`src/rtl/dili_decode_seq_if.sv`:
```
// dili_decode_seq_if: sequencer <-> Dilithium coefficient decoder link.
// Carries decoder control and configuration, the packed-word handshake and the
// sample-group handshake. Member names follow the sequencer's point of view.
interface dili_decode_seq_if #(
  parameter int unsigned pW        = 64,
  parameter int unsigned pOUTPUT_W = 4,
  parameter int unsigned pCOEFF_W  = 23
) ();
  logic                          dec_rst_o;
  logic [2:0]                    dec_sec_lvl_o;
  logic [2:0]                    dec_encode_mode_o;
  logic [pW-1:0]                 dec_di_o;
  logic                          dec_in_valid_o;
  logic                          dec_in_ready_i;
  logic [pOUTPUT_W*pCOEFF_W-1:0] dec_samples_i;
  logic                          dec_out_valid_i;
  logic                          dec_out_ready_o;

  // Sequencer side
  modport master (
    output dec_rst_o, dec_sec_lvl_o, dec_encode_mode_o, dec_di_o, dec_in_valid_o,
           dec_out_ready_o,
    input  dec_in_ready_i, dec_samples_i, dec_out_valid_i
  );

  // Decoder side
  modport slave (
    input  dec_rst_o, dec_sec_lvl_o, dec_encode_mode_o, dec_di_o, dec_in_valid_o,
           dec_out_ready_o,
    output dec_in_ready_i, dec_samples_i, dec_out_valid_i
  );
endinterface

```
`src/rtl/dili_decode_seq.sv`:
```
// dili_decode_seq: buffers host packed words into the Dilithium decoder, collects decoded
// sample groups into a readback FIFO and ends the job after n_poly polynomials.
// Optional feature macro: DILI_DECODE_SEQ_TIMEOUT_EN -- abort after pTIMEOUT consecutive
// handshake-free RUN cycles. Without it RUN waits indefinitely.
module dili_decode_seq #(
  parameter int unsigned pW         = 64,
  parameter int unsigned pOUTPUT_W  = 4,
  parameter int unsigned pCOEFF_W   = 23,
  parameter int unsigned pIN_DEPTH  = 8,
  parameter int unsigned pOUT_DEPTH = 8,
  parameter int unsigned pTIMEOUT   = 1024
) (
  input  logic                          clk,
  input  logic                          rst,
  input  logic                          start_i,
  input  logic                          abort_i,
  input  logic [2:0]                    sec_lvl_i,
  input  logic [2:0]                    encode_mode_i,
  input  logic [3:0]                    n_poly_i,
  input  logic                          in_wr_i,
  input  logic [pW-1:0]                 in_data_i,
  output logic                          in_full_o,
  input  logic                          out_rd_i,
  output logic [pOUTPUT_W*pCOEFF_W-1:0] out_data_o,
  output logic                          out_empty_o,
  output logic                          busy_o,
  output logic                          done_o,
  output logic                          err_o,
  dili_decode_seq_if.master             dec_if
);
  localparam int unsigned DW     = pOUTPUT_W * pCOEFF_W;
  localparam int unsigned GRP_AW = $clog2(256 / pOUTPUT_W);
  localparam int unsigned CNT_W  = 4 + GRP_AW;
  localparam int unsigned IN_AW  = $clog2(pIN_DEPTH);
  localparam int unsigned IN_CW  = IN_AW + 1;
  localparam int unsigned OUT_AW = $clog2(pOUT_DEPTH);
  localparam int unsigned OUT_CW = OUT_AW + 1;

  // Elaboration-time parameter sanity
  if ((256 % pOUTPUT_W) != 0) begin : g_bad_output_w
    $error("pOUTPUT_W must divide 256");
  end
  if (pIN_DEPTH < 2 || (pIN_DEPTH & (pIN_DEPTH - 1)) != 0) begin : g_bad_in_depth
    $error("pIN_DEPTH must be a power of 2, at least 2");
  end
  if (pOUT_DEPTH < 2 || (pOUT_DEPTH & (pOUT_DEPTH - 1)) != 0) begin : g_bad_out_depth
    $error("pOUT_DEPTH must be a power of 2, at least 2");
  end
  if (pTIMEOUT < 2) begin : g_bad_timeout
    $error("pTIMEOUT must be at least 2");
  end

  typedef enum logic [1:0] {StIdle, StCfg, StRun, StDone} state_e;

  state_e r_state, w_state_d;

  logic             r_dec_rst, w_dec_rst_d;
  logic             r_err, w_err_d;
  logic [2:0]       r_sec_lvl, r_encode_mode;
  logic [3:0]       r_n_poly;
  logic [CNT_W-1:0] r_grp, w_grp_d, w_grp_inc, w_target;

  logic w_abort, w_timeout, w_start;

  // Input word FIFO
  logic [pW-1:0]    r_in_mem [pIN_DEPTH];
  logic [IN_AW-1:0] r_in_wr, r_in_rd, w_in_wr_d, w_in_rd_d, w_in_waddr;
  logic [IN_CW-1:0] r_in_cnt, w_in_cnt_d;
  logic             w_in_empty, w_in_full, w_in_push, w_in_pop, w_in_flush, w_in_drop;
  logic             w_dec_in_valid;

  // Output group FIFO
  logic [DW-1:0]     r_out_mem [pOUT_DEPTH];
  logic [OUT_AW-1:0] r_out_wr, r_out_rd, w_out_wr_d, w_out_rd_d;
  logic [OUT_CW-1:0] r_out_cnt, w_out_cnt_d;
  logic              w_out_empty, w_out_full, w_out_push, w_out_pop;
  logic              w_dec_out_ready;

  assign w_abort = abort_i || w_timeout;
  assign w_start = start_i && !w_abort && (r_state == StIdle);

  assign w_in_empty     = (r_in_cnt == '0);
  assign w_in_full      = (r_in_cnt == IN_CW'(pIN_DEPTH));
  assign w_dec_in_valid = (r_state == StRun) && !w_in_empty;
  assign w_in_pop       = w_dec_in_valid && dec_if.dec_in_ready_i;
  assign w_in_flush     = w_start || w_abort;
  // A flush empties the FIFO first, so a same-cycle write always lands
  assign w_in_push      = in_wr_i && (w_in_flush || !w_in_full || w_in_pop);
  assign w_in_drop      = in_wr_i && !w_in_push;
  assign w_in_waddr     = w_in_flush ? '0 : r_in_wr;

  assign w_out_empty     = (r_out_cnt == '0);
  assign w_out_full      = (r_out_cnt == OUT_CW'(pOUT_DEPTH));
  assign w_dec_out_ready = (r_state == StRun) && !w_out_full;
  assign w_out_push      = dec_if.dec_out_valid_i && w_dec_out_ready;
  assign w_out_pop       = out_rd_i && !w_out_empty;

  assign w_grp_inc = r_grp + CNT_W'(1);
  assign w_target  = CNT_W'(r_n_poly) << GRP_AW;

`ifdef DILI_DECODE_SEQ_TIMEOUT_EN
  localparam int unsigned STALL_W = $clog2(pTIMEOUT + 1);

  logic [STALL_W-1:0] r_stall, w_stall_d;
  logic               w_stall_cyc;

  assign w_stall_cyc = (r_state == StRun) && !w_in_pop && !w_out_push;
  assign w_timeout   = w_stall_cyc && (r_stall == STALL_W'(pTIMEOUT - 1));

  // Count consecutive RUN cycles without any decoder handshake
  always_comb begin
    w_stall_d = '0;
    if (w_stall_cyc && !w_timeout) w_stall_d = r_stall + STALL_W'(1);
  end

  // Stall counter register
  always_ff @(posedge clk) begin
    if (rst) r_stall <= '0;
    else     r_stall <= w_stall_d;
  end
`else
  assign w_timeout = 1'b0;
`endif

  // Next state, decoder reset, sticky error and group counter
  always_comb begin
    w_state_d = r_state;
    w_grp_d   = r_grp;
    w_err_d   = r_err;
    unique case (r_state)
      StIdle: if (w_start) w_state_d = StCfg;
      StCfg:  w_state_d = (r_n_poly == 4'd0) ? StDone : StRun;
      StRun: begin
        if (w_out_push) begin
          w_grp_d = w_grp_inc;
          // Terminal compare precedes any further increment, so the counter never wraps
          if (w_grp_inc == w_target) w_state_d = StDone;
        end
      end
      StDone: w_state_d = StIdle;
      default: w_state_d = StIdle;
    endcase
    if (w_start) w_grp_d = '0;
    if (w_abort) w_state_d = StIdle;

    // Decoder is held in reset during CFG and for the cycle after an abort
    w_dec_rst_d = w_abort || (w_state_d == StCfg);

    if (w_start) w_err_d = 1'b0;
    if (w_abort || w_in_drop || ((r_state == StCfg) && (r_n_poly == 4'd0))) w_err_d = 1'b1;
  end

  // Input FIFO pointer/count next state
  always_comb begin
    w_in_wr_d  = r_in_wr;
    w_in_rd_d  = r_in_rd;
    w_in_cnt_d = r_in_cnt;
    if (w_in_flush) begin
      w_in_rd_d  = '0;
      w_in_wr_d  = w_in_push ? IN_AW'(1) : '0;
      w_in_cnt_d = w_in_push ? IN_CW'(1) : '0;
    end else begin
      if (w_in_push) w_in_wr_d = r_in_wr + IN_AW'(1);
      if (w_in_pop)  w_in_rd_d = r_in_rd + IN_AW'(1);
      w_in_cnt_d = r_in_cnt + IN_CW'(w_in_push) - IN_CW'(w_in_pop);
    end
  end

  // Output FIFO pointer/count next state; only a new start flushes it
  always_comb begin
    w_out_wr_d  = r_out_wr;
    w_out_rd_d  = r_out_rd;
    w_out_cnt_d = r_out_cnt;
    if (w_start) begin
      w_out_wr_d  = '0;
      w_out_rd_d  = '0;
      w_out_cnt_d = '0;
    end else begin
      if (w_out_push) w_out_wr_d = r_out_wr + OUT_AW'(1);
      if (w_out_pop)  w_out_rd_d = r_out_rd + OUT_AW'(1);
      w_out_cnt_d = r_out_cnt + OUT_CW'(w_out_push) - OUT_CW'(w_out_pop);
    end
  end

  // Control and FIFO pointer registers
  always_ff @(posedge clk) begin
    if (rst) begin
      r_state       <= StIdle;
      r_dec_rst     <= 1'b1;
      r_err         <= 1'b0;
      r_sec_lvl     <= '0;
      r_encode_mode <= '0;
      r_n_poly      <= '0;
      r_grp         <= '0;
      r_in_wr       <= '0;
      r_in_rd       <= '0;
      r_in_cnt      <= '0;
      r_out_wr      <= '0;
      r_out_rd      <= '0;
      r_out_cnt     <= '0;
    end else begin
      r_state   <= w_state_d;
      r_dec_rst <= w_dec_rst_d;
      r_err     <= w_err_d;
      r_grp     <= w_grp_d;
      r_in_wr   <= w_in_wr_d;
      r_in_rd   <= w_in_rd_d;
      r_in_cnt  <= w_in_cnt_d;
      r_out_wr  <= w_out_wr_d;
      r_out_rd  <= w_out_rd_d;
      r_out_cnt <= w_out_cnt_d;
      if (w_start) begin
        r_sec_lvl     <= sec_lvl_i;
        r_encode_mode <= encode_mode_i;
        r_n_poly      <= n_poly_i;
      end
    end
  end

  // FIFO storage; contents are only observable through the non-empty heads
  always_ff @(posedge clk) begin
    if (w_in_push)  r_in_mem[w_in_waddr] <= in_data_i;
    if (w_out_push) r_out_mem[r_out_wr]  <= dec_if.dec_samples_i;
  end

  assign in_full_o   = w_in_full;
  assign out_empty_o = w_out_empty;
  assign out_data_o  = w_out_empty ? '0 : r_out_mem[r_out_rd];
  assign busy_o      = (r_state == StCfg) || (r_state == StRun);
  assign done_o      = (r_state == StDone);
  assign err_o       = r_err;

  assign dec_if.dec_rst_o         = r_dec_rst;
  assign dec_if.dec_sec_lvl_o     = r_sec_lvl;
  assign dec_if.dec_encode_mode_o = r_encode_mode;
  assign dec_if.dec_di_o          = w_in_empty ? '0 : r_in_mem[r_in_rd];
  assign dec_if.dec_in_valid_o    = w_dec_in_valid;
  assign dec_if.dec_out_ready_o   = w_dec_out_ready;
endmodule
```
`src/flat_wrapper.sv`:
```
// flat-port wrapper written by rule: the top's interface ports become plain ports
module dili_decode_seq_flat 
#(
  parameter int unsigned pW         = 64,
  parameter int unsigned pOUTPUT_W  = 4,
  parameter int unsigned pCOEFF_W   = 23,
  parameter int unsigned pIN_DEPTH  = 8,
  parameter int unsigned pOUT_DEPTH = 8,
  parameter int unsigned pTIMEOUT   = 1024
)
  (clk, rst, start_i, abort_i, sec_lvl_i, encode_mode_i, n_poly_i, in_wr_i, in_data_i, in_full_o, out_rd_i, out_data_o, out_empty_o, busy_o, done_o, err_o, dec_if_dec_rst_o, dec_if_dec_sec_lvl_o, dec_if_dec_encode_mode_o, dec_if_dec_di_o, dec_if_dec_in_valid_o, dec_if_dec_out_ready_o, dec_if_dec_in_ready_i, dec_if_dec_samples_i, dec_if_dec_out_valid_i);
  dili_decode_seq_if #(.pW(pW), .pOUTPUT_W(pOUTPUT_W), .pCOEFF_W(pCOEFF_W)) dec_if_i ();
  input  logic clk;
  input  logic rst;
  input  logic start_i;
  input  logic abort_i;
  input  logic [2:0] sec_lvl_i;
  input  logic [2:0] encode_mode_i;
  input  logic [3:0] n_poly_i;
  input  logic in_wr_i;
  input  logic [pW-1:0] in_data_i;
  output logic in_full_o;
  input  logic out_rd_i;
  output logic [pOUTPUT_W*pCOEFF_W-1:0] out_data_o;
  output logic out_empty_o;
  output logic busy_o;
  output logic done_o;
  output logic err_o;
  output wire logic [$bits(dec_if_i.dec_rst_o)-1:0] dec_if_dec_rst_o;
  output wire logic [$bits(dec_if_i.dec_sec_lvl_o)-1:0] dec_if_dec_sec_lvl_o;
  output wire logic [$bits(dec_if_i.dec_encode_mode_o)-1:0] dec_if_dec_encode_mode_o;
  output wire logic [$bits(dec_if_i.dec_di_o)-1:0] dec_if_dec_di_o;
  output wire logic [$bits(dec_if_i.dec_in_valid_o)-1:0] dec_if_dec_in_valid_o;
  output wire logic [$bits(dec_if_i.dec_out_ready_o)-1:0] dec_if_dec_out_ready_o;
  input wire logic [$bits(dec_if_i.dec_in_ready_i)-1:0] dec_if_dec_in_ready_i;
  input wire logic [$bits(dec_if_i.dec_samples_i)-1:0] dec_if_dec_samples_i;
  input wire logic [$bits(dec_if_i.dec_out_valid_i)-1:0] dec_if_dec_out_valid_i;
  assign dec_if_dec_rst_o = dec_if_i.dec_rst_o;
  assign dec_if_dec_sec_lvl_o = dec_if_i.dec_sec_lvl_o;
  assign dec_if_dec_encode_mode_o = dec_if_i.dec_encode_mode_o;
  assign dec_if_dec_di_o = dec_if_i.dec_di_o;
  assign dec_if_dec_in_valid_o = dec_if_i.dec_in_valid_o;
  assign dec_if_dec_out_ready_o = dec_if_i.dec_out_ready_o;
  assign dec_if_i.dec_in_ready_i = dec_if_dec_in_ready_i;
  assign dec_if_i.dec_samples_i = dec_if_dec_samples_i;
  assign dec_if_i.dec_out_valid_i = dec_if_dec_out_valid_i;
  dili_decode_seq #(.pW(pW), .pOUTPUT_W(pOUTPUT_W), .pCOEFF_W(pCOEFF_W), .pIN_DEPTH(pIN_DEPTH), .pOUT_DEPTH(pOUT_DEPTH), .pTIMEOUT(pTIMEOUT)) u_core (.clk(clk), .rst(rst), .start_i(start_i), .abort_i(abort_i), .sec_lvl_i(sec_lvl_i), .encode_mode_i(encode_mode_i), .n_poly_i(n_poly_i), .in_wr_i(in_wr_i), .in_data_i(in_data_i), .in_full_o(in_full_o), .out_rd_i(out_rd_i), .out_data_o(out_data_o), .out_empty_o(out_empty_o), .busy_o(busy_o), .done_o(done_o), .err_o(err_o), .dec_if(dec_if_i));
endmodule
```
`config.mk`:
```
export PLATFORM = sky130hd
export DESIGN_NAME = dili_decode_seq_flat
export DESIGN_NICKNAME = d
export VERILOG_FILES = /design/src/rtl/dili_decode_seq_if.sv /design/src/rtl/dili_decode_seq.sv /design/src/flat_wrapper.sv
export SDC_FILE = /design/constraint.sdc
export NUM_CORES = 1
export LEC_CHECK = 0
export BUFFER_PORTS_ARGS = -buffer_cell sky130_fd_sc_hd__buf_2
export CORE_MARGIN = 2
export CORE_UTILIZATION = 54
export DETAILED_ROUTE_END_ITERATION = 7
export GPL_ROUTABILITY_DRIVEN = 0
export PLACE_DENSITY_LB_ADDON = 0.2
export SLEW_MARGIN = 20
export SYNTH_ARGS = -nofsm -noshare
export SYNTH_HDL_FRONTEND = slang
export SYNTH_SLANG_ARGS = --single-unit
```
`constraint.sdc`:
```
create_clock -name clk -period 10.25 [get_ports clk]
set_clock_uncertainty 0.05 [all_clocks]
set_input_delay 0.5125 -clock clk [delete_from_list [all_inputs] [get_ports clk]]
set_output_delay 0.5125 -clock clk [all_outputs]
set_load 0.02 [all_outputs]
```
* Word level (Yosys, flattened, before mapping)
Memories as Yosys holds them, arrays and structs flattened. A register that Yosys moved wholly into a read port is not among the register bits.
Index checks and enable logic that the tools add are counted.
** Cells by class
- $add $sub $neg :: 9
- Multipliers :: 0
- Div/mod/pow operators :: 0
- $lt $le $gt $ge :: 0
- Equality and inequality tests :: 7
- Shift operators :: 0
- Multiplexer cells :: 24
- Bitwise gates (word level) :: 0
- Reductions and logical operators :: 32
** Operators by type and width (number)
- $mux W92 :: 1
- $mux W64 :: 1
- $mux W3 :: 7
- $add A3 B1 Y3 const B :: 4
- $logic_not A4 Y1 :: 3
- $add A10 B1 Y10 const B :: 1
- $eq A10 B10 Y1 :: 1
- $logic_and A1 B1 Y1 :: 10
- $mux W1 :: 9
- $add A4 B1 Y4 :: 2
- $eq A4 B4 Y1 const B :: 2
- $mux W2 :: 4
- $pmux W2 S4 :: 1
- $sub A4 B1 Y4 :: 2
- $logic_or A1 B1 Y1 :: 7
- $logic_not A1 Y1 :: 6
- $eq A2 B1 Y1 const B :: 2
- $eq A2 B2 Y1 const B :: 2
- $mux W4 :: 1
- $reduce_bool A2 Y1 :: 2
- $reduce_or A2 Y1 :: 2
- $logic_not A2 Y1 :: 1
- $reduce_and A2 Y1 :: 1
** Storage, ports and cells
- Register bits :: 44
- Bits in latches :: 0
- Memory bits (writable) :: 1248
- ROM bits :: 0
- Bits of input ports :: 174
- Output and inout port bits :: 170
- Word-level logic and storage cells :: 87
- Memories kept :: 2
** Memory list
- u_core.r_out_mem :: words 8, bits a word 92, rd ports 1, clocked after Yosys merged registers in 1, write ports 1, RTL line dili_decode_seq.sv:73 : logic [DW-1:0] r_out_mem [pOUT_DEPTH];
- u_core.r_in_mem :: words 8, bits a word 64, rd ports 1, clocked after Yosys merged registers in 1, write ports 1, RTL line dili_decode_seq.sv:66 : logic [pW-1:0] r_in_mem [pIN_DEPTH];

* Logic depth before layout (Yosys ltp)
Gate-level depths: netlist of run 1.
- Depth in word-level cells :: 12
- Gate-level depth with buffers :: 11
- Depth with buffers taken out :: 11

* Worst setup path after synthesis of run 1
No wires, ideal clock.
- Kind :: reg-to-reg
- Start :: register u_core.r_out_cnt[2]
- End :: memory u_core.r_out_mem[1][0] (netlist bit) (enable)
- Setup time :: 0.801 ns
- Arrival time :: 10.519 ns
- Data required time :: 9.399 ns
- Path slack :: -1.120 ns
- Cell stages (with the launch flop) :: 7
- Path buffers :: 1
- Period minus slack after synthesis :: 11.370 ns
- Cells stage by stage :: dfxtp_1 -> inv_1 -> ha_1 -> or3b_1 -> nand3_2 -> clkbuf_1 -> nor4b_1
** On the way
- Longest elaborated chain between the ends :: 6
** RTL lines
- from (decl) :: RTL line dili_decode_seq.sv:75 : logic [OUT_CW-1:0] r_out_cnt, w_out_cnt_d;
- from (signal assigned) :: RTL line dili_decode_seq.sv:211 : r_out_cnt <= w_out_cnt_d;
- $eq A4 B4 Y1 :: RTL line dili_decode_seq.sv:93 : assign w_out_full = (r_out_cnt == OUT_CW'(pOUT_DEPTH));
- $logic_not A1 Y1 :: RTL line dili_decode_seq.sv:94 : assign w_dec_out_ready = (r_state == StRun) && !w_out_full;
- $logic_and A1 B1 Y1 :: RTL line dili_decode_seq.sv:94
- $logic_and A1 B1 Y1 :: RTL line dili_decode_seq.sv:95 : assign w_out_push = dec_if.dec_out_valid_i && w_dec_out_ready;
- $mux W1 :: RTL line dili_decode_seq.sv:223 : if (w_out_push) r_out_mem[r_out_wr] <= dec_if.dec_samples_i;
- $mux W1 (implied by the code) :: RTL line dili_decode_seq.sv:223
- to (decl) :: RTL line dili_decode_seq.sv:73
No other way between the ends.

==> results of run 1 <==
-- kinds of logic (layout without fill, tap and decap cells) --
| logic type | Yosys count | in the layout | share of synthesized area [%] |
|---|---|---|---|
| adders and majority gates | 24 | 24 | 0.634 |
| xor gates and xnor gates | 28 | 28 | 0.493 |
| and+or+nand+nor | 285 | 285 | 2.48 |
| AOI/OAI and AO/OA | 40 | 40 | 0.521 |
| buffers and inverters | 132 | 805 | 1.12 |
| muxes | 470 | 470 | 17.3 |
| DFF | 1298 | 1298 | 77.4 |
| other | 0 | 8 | 0 |
-- report_power, final --
| group | total, mW | leakage [nW] | internal (mW) | switching, mW |
|---|---|---|---|---|
| Sequential | 5.90 | 11.7 | 5.85 | 0.0529 |
| Combinational | 1.67 | 5.14 | 0.635 | 1.04 |
| Clock | 4.42 | 1.93 | 2.52 | 1.90 |
-- state kept, by name, summed over array words and instances (netlist names), 2 cells and up, named ones only --
name	flops
u_core.r_out_mem	736
u_core.r_in_mem	512
u_core.r_grp	10
u_core.r_in_cnt	4
u_core.r_n_poly	4
u_core.r_out_cnt	4
u_core.dec_if.dec_encode_mode_o	3
u_core.dec_if.dec_sec_lvl_o	3
u_core.r_in_rd	3
u_core.r_in_wr	3
u_core.r_out_rd	3
u_core.r_out_wr	3
u_core.r_state	2
-- stage by stage --
step,cell area [um^2],worst slack [ps]
4_1_cts,58500,5620
3_5_place_dp,52900,6420
6_report,58500,5700
2_1_floorplan,49700,-1120
5_1_grt,58500,5530
3_3_place_gp,52900,6410
-- layer usage --
metal	up-vias	part of all wire, %	global-route usage, %
met5	-	0.062	0
met4	10	2.2	6.84
met3	162	6.5	5.47
met2	737	52	39.3
met1	12800	39	28.9
li1	10500	-	-
-- path summary, 6_finish.rpt --
check,end,cells past startpoint
hold / removal,u_core.r_out_mem[1][73]$_DFFE_PP_,1
setup / recovery,out_data_o[87],6
setup reg to reg,u_core.r_out_mem[6][52]$_DFFE_PP_,8
hold reg to reg,u_core.dec_if.dec_encode_mode_o[1]$_SDFFE_PP0P_,2
-- placed cells by master (no fill, tap or decap), drive strengths merged, types with 4 or more instances in the layout --
cell            n
mux2i         158
diode           8
o21ai           6
dlygate4sd3   165
clkbuf        173
ha             22
nor3b           5
edfxtp       1248
a21oi          20
xor2           12
xnor2          16
dfxtp          50
nand2b          4
nor4            7
and2            4
bufinv          4
nand3           5
nand2          43
buf           387
mux4          312
clkinv         49
nor3            9
nor2          194
inv            24
-- final cells by class --
cell class / instances / area [um^2]
fill: 6164 / 32800
multi-input combinational: 847 / 10800
tap: 1186 / 1480
timing repair buffer: 552 / 3720
antenna: 8 / 20.0
sequential: 1298 / 38500
clock inverter: 62 / 457
inverter: 18 / 67.6
clock buffer: 173 / 3520
==> results.py, run 1 <==
metrics = {
    "outcome": {
        "status": "finished clean",
    },
    "detailed_routing": {
        "vias": 24200,
        "drt_iter0_drc": 2034,
        "wire_per_inst_um": 25.6,
        "drc": 0,
        "wl_mm": 106,
        "avgViaCountPerCell": 5.84,
        "ant_nets": 0,
        "first_pass_iters": 5,
    },
    "die": {
        "fp.dieH_um": 307,
        "ioPinCount": 344,
        "core_um2": 91400,
        "die_area_um2": 94500,
        "initial_core_util_pct": 54.4,
        "die_w_um": 307,
        "fp-row-count": 111,
    },
    "critical_path": {
        "crit_top_cell": "buf_4",
        "path_cells": "buf_4 > buf_4 > mux4_2 > mux2i_1 > nor2_1 > buf_2",
        "critPathBufInv": 3,
        "path_class": "register to output pin",
        "required_ps": 9690,
        "r2r_slack_ps": 6430,
        "r2r_start": "u_core.r_state[0]$_SDFF_PP0_",
        "critPathCaptureType": "output pin",
        "arrival_ps": 3990,
        "cpPeakStageDelay_ps": 780,
        "crit_slowest_cell": "buf_4",
        "worst_path_dominant_cell_family": "buffers and inverters",
        "crit_fanout": 56,
        "cp-start-kind": "register",
    },
    "yosys": {
        "synth_top_area_share_pct": 75.4,
        "ys_seq_area_share_pct": 77.4,
        "synth_area_leaders": "edfxtp_1 75%, mux4_2 14%, mux2i_1 3.2%, dfxtp_1 2.0%, nor2_1 1.5%",
        "ys_async_sr_fraction_pct": 0,
        "ys_warn_count": 0,
        "syn_area_um2": 49700,
        "syn_nets": 2475,
        "syn_area_per_cell_um2": 21.8,
        "synth_edf_count": 1248,
        "synthFlopType": "edfxtp_1",
        "ys_ff_latch": 1298,
        "syn_inst": 2277,
        "yosysTopAreaCell": "edfxtp_1",
        "yosysMostFrequentCell": "edfxtp_1",
        "ys_types": 50,
        "ys_top_cells_by_count": "1,248 x edfxtp_1, 312 x mux4_2, 194 x nor2_1",
    },
    "placed_design": {
        "port-buffer-count": 343,
        "place_inst": 3736,
        "dp_hpwl_mm": 58.3,
    },
    "final_layout": {
        "layout.nets": 3046,
        "utilization_pct": 64.1,
        "areaGrowthSynthToFinish_pct": 17.8,
        "fin_cells": 4144,
        "drive_gt1_share_pct": 30.5,
    },
    "worst_hold_path": {
        "hp-start": "dec_if_dec_samples_i[73]",
        "hold_class": "input pin to register",
    },
    "clocking": {
        "root_buffer": "clkbuf_16",
        "cts.clk_slew.worst_paths_ps": 60,
        "clock_latency_ps": 720,
        "cts_tree": "yes",
        "hold_buffers": 165,
        "cts_buffers": 131,
        "cts_resized": 0,
        "post_cts_buffers": 0,
        "cts.sinks": 1298,
        "clk_path_buf_depth": 3,
        "htreeDepth": 4,
    },
    "sta": {
        "slew_headroom_pct": 28.3,
        "holdWs_ps": 58.8,
        "max_freq_mhz": 220,
        "drv_slew": 0,
        "max_slew.worst_pin.slew_ps": 1080,
        "post-route-min-period_ps": 4550,
        "fin_crit_sh_pct": 44.4,
        "hold_violations": 0,
        "setup_viol": 0,
        "totalNegativeSetupSlack_ps": 0,
        "rsz0062_at_grt": "no",
    },
    "power": {
        "vdd_drop_max_mv": 0.353,
        "power_per_cell_area_nw_per_um2": 205,
        "p_leak_nw": 18.7,
        "p_total_mw": 12.0,
    },
    "grt": {
        "grt_pass1_wl_mm": 160,
        "grt_overflow_total": 0,
        "grt_usage_pct": 22.8,
        "antenna_found_initial": 12,
        "grt_pass1_vias": 25900,
        "grt_max_degree": 95,
    },
    "flow_run": {
        "drv_cap": 0,
    },
}
Note: power is estimated with default switching activity, not from simulation.
==> run 2, diff against run 1 <==
--- a/config.mk
+++ b/config.mk
@@ -5,9 +5,10 @@
 export SDC_FILE = /design/constraint.sdc
 export NUM_CORES = 1
 export LEC_CHECK = 0
+export ABC_AREA = 1
 export BUFFER_PORTS_ARGS = -buffer_cell sky130_fd_sc_hd__buf_2
 export CORE_MARGIN = 2
-export CORE_UTILIZATION = 54
+export CORE_UTILIZATION = 55
 export DETAILED_ROUTE_END_ITERATION = 7
 export GPL_ROUTABILITY_DRIVEN = 0
 export PLACE_DENSITY_LB_ADDON = 0.2
==> constraint.sdc (replaced) <==
create_clock -name clk -period 4.2 [get_ports clk]
set_clock_uncertainty 0.05 [all_clocks]
set_input_delay 0.21 -clock clk [delete_from_list [all_inputs] [get_ports clk]]
set_output_delay 0.21 -clock clk [all_outputs]
set_load 0.02 [all_outputs]
==> results.py, run 2 <==
metrics = {
    "outcome": {
        "status": "finished clean",
    },
    "yosys": {
        "ys_warn_count": 0,
        "yosysMostFrequentCell": "edfxtp_1",
        "yosysTopAreaCell": "edfxtp_1",
        "ys_ff_latch": 1298,
        "synth_edf_count": 1248,
        "ys_top_cells_by_count": "1,248 x edfxtp_1, 981 x nor2_1, 751 x o21ai_0",
        "syn_area_um2": 50700,
        "synth_area_leaders": "edfxtp_1 74%, o21ai_0 7.4%, nor2_1 7.3%, dfxtp_1 2.0%, a31oi_1 2.0%",
        "ys_async_sr_fraction_pct": 0,
        "synthFlopType": "edfxtp_1",
        "ys_types": 35,
        "syn_area_per_cell_um2": 13.0,
        "syn_nets": 4100,
        "syn_inst": 3902,
        "ys_seq_area_share_pct": 75.9,
        "synth_top_area_share_pct": 73.9,
    },
    "final_layout": {
        "largestRegisters": "u_core.r_out_mem (736), u_core.r_in_mem (512), u_core.r_grp (10)",
        "utilization_pct": 65.2,
        "regMostFlops": "u_core.r_out_mem",
        "layout.nets": 4560,
        "multiInputGateArea_um2": 10900,
        "drive_gt1_share_pct": 14.2,
        "final_common_cell": "edfxtp_1",
        "areaGrowthSynthToFinish_pct": 17.8,
        "largest_reg_flops": 736,
        "seqCellArea_um2": 38500,
        "fillers": 6617,
        "fin_area_um2": 59700,
        "layout_common_cells": "1,248 x edfxtp_1, 967 x nor2_1, 751 x o21ai_0",
    },
    "critical_path": {
        "critPathCaptureType": "output pin",
        "arrival_ps": 3190,
        "path_class": "register to output pin",
        "crit_fanout": 86,
        "required_ps": 3940,
        "cp-start-kind": "register",
    },
    "clocking": {
        "post_cts_buffers": 0,
        "clk_path_buf_depth": 3,
        "htreeDepth": 4,
        "clock_latency_ps": 730,
        "cts.clk_slew.worst_paths_ps": 60,
        "root_buffer": "clkbuf_16",
        "cts_tree": "yes",
        "cts_buffers": 134,
        "cts.sinks": 1298,
    },
    "detailed_routing": {
        "wl_mm": 121,
        "wire_per_inst_um": 21.4,
        "drc": 0,
        "ant_nets": 0,
        "avgViaCountPerCell": 5.80,
        "first_pass_iters": 6,
        "drt_iter0_drc": 3132,
        "vias": 32800,
    },
    "placed_design": {
        "port-buffer-count": 343,
        "placed_cell_area_um2": 53700,
        "post-place-ws_ps": 912,
        "dp_hpwl_mm": 64.0,
    },
    "power": {
        "p_total_mw": 31.3,
        "p_leak_nw": 20.4,
        "vdd_drop_max_mv": 0.461,
        "power_per_cell_area_nw_per_um2": 523,
    },
    "sta": {
        "post-route-min-period_ps": 3450,
        "setup_viol": 0,
        "fin_crit_sh_pct": 82.2,
        "max_freq_mhz": 290,
        "drv_slew": 0,
        "setup_ws_ps": 747,
        "slew_headroom_pct": 27.9,
        "rsz0062_at_grt": "no",
        "hold_violations": 0,
        "max_slew.worst_pin.slew_ps": 1080,
        "holdWs_ps": 238,
    },
    "flow_run": {
        "drv_cap": 0,
    },
    "worst_hold_path": {
        "hold_class": "input pin to register",
    },
    "die": {
        "ioPinCount": 344,
        "die_area_um2": 94600,
        "die_w_um": 308,
        "fp-row-count": 111,
        "initial_core_util_pct": 55.4,
        "core_um2": 91500,
        "fp.dieH_um": 308,
    },
    "grt": {
        "grt_max_degree": 192,
        "grt_pass1_wl_mm": 186,
        "grt_overflow_total": 0,
        "grt_usage_pct": 25.5,
        "grt_pass1_vias": 32200,
        "antenna_found_initial": 12,
    },
}
## run 2: changes by cell type after synthesis, sizes merged, moves of 156 or more
| cell | previous run | this run |
|---|---|---|
| o21ai | 6 | 802 |
| nor2 | 194 | 987 |
| mux4 | 312 | 0 |
| a31oi | 1 | 159 |
| mux2i | 158 | 0 |
| o22ai | 0 | 156 |
## run 2: cell type report
type                       count  share of cell area, %
inverter                      61                  0.430
clock buffer                 169                   6.01
clock inverter                71                  0.991
multi-input combinational   2281                   18.3
antenna                        5                 0.0210
timing repair buffer         586                   7.33
sequential                  1298                   64.5
tap                         1186                   2.49
## run 2: repair_timing
item                                    CTS  global route
hold buffers                            178             0
resized for setup                         0             0
endpoints found under the hold margin  1291             0
## run 2: critical path: stages (launching register included)
cell and delay [ps]:
dfxtp_4 360, inv_4 730, buf_4 390, o21ai_0 120
o22ai_1 130, o21ai_0 90, a31oi_1 330, buf_2 230
## run 2: power by group
group          internal, mW  leakage, nW  switching (mW)
sequential             14.3         11.7          0.0613
combinational          1.67         6.72            3.94
clock                  6.54         2.04            4.75
## run 2: stage by stage
| stage | TNS (ps) | std cells |
|---|---|---|
| floorplan | -493590 | 3902 |
| global route | 0 | 5657 |
| global placement | 0 | 5234 |
| finish | 0 | 5657 |
| detailed placement | 0 | 5234 |
| CTS | 0 | 5652 |
## run 2: worst paths after layout
kind	start	to	slack, ps	depth (start not counted)
worst max-delay path	register	dec_if_dec_di_o[25]	750	7
worst min-delay path	dec_if_dec_samples_i[89]	u_core.r_out_mem[3][89]$_DFFE_PP_	240	2
worst max register to register	u_core.r_state[0]$_SDFF_PP0_	u_core.r_out_mem[1][64]$_DFFE_PP_	880	9
worst min register to register	u_core.r_out_rd[2]$_SDFFE_PP0P_	register	420	2
## run 2: routing by layer
metal / share of wire (%) / vias to the layer above / track usage (%)
met2: 48 / 1229 / 40.4
met4: 2.3 / 10 / 7.82
li1: - / 15300 / -
met3: 7.2 / 182 / 4.33
met1: 43 / 16100 / 36.7
met5: 0.053 / - / 0
## run 2: cells by family (layout without fill, tap and decap cells)
| group | after synthesis | count (layout) | synth area share (%) |
|---|---|---|---|
| AOI/OAI and AO/OA | 1152 | 1152 | 12.2 |
| xor gates and xnor gates | 2 | 2 | 0.0346 |
| adders and majority gates | 24 | 24 | 0.622 |
| buffers and inverters | 323 | 887 | 2.85 |
| DFF | 1298 | 1298 | 75.9 |
| other | 0 | 5 | 0 |
| and+or+nand+nor | 1103 | 1103 | 8.40 |
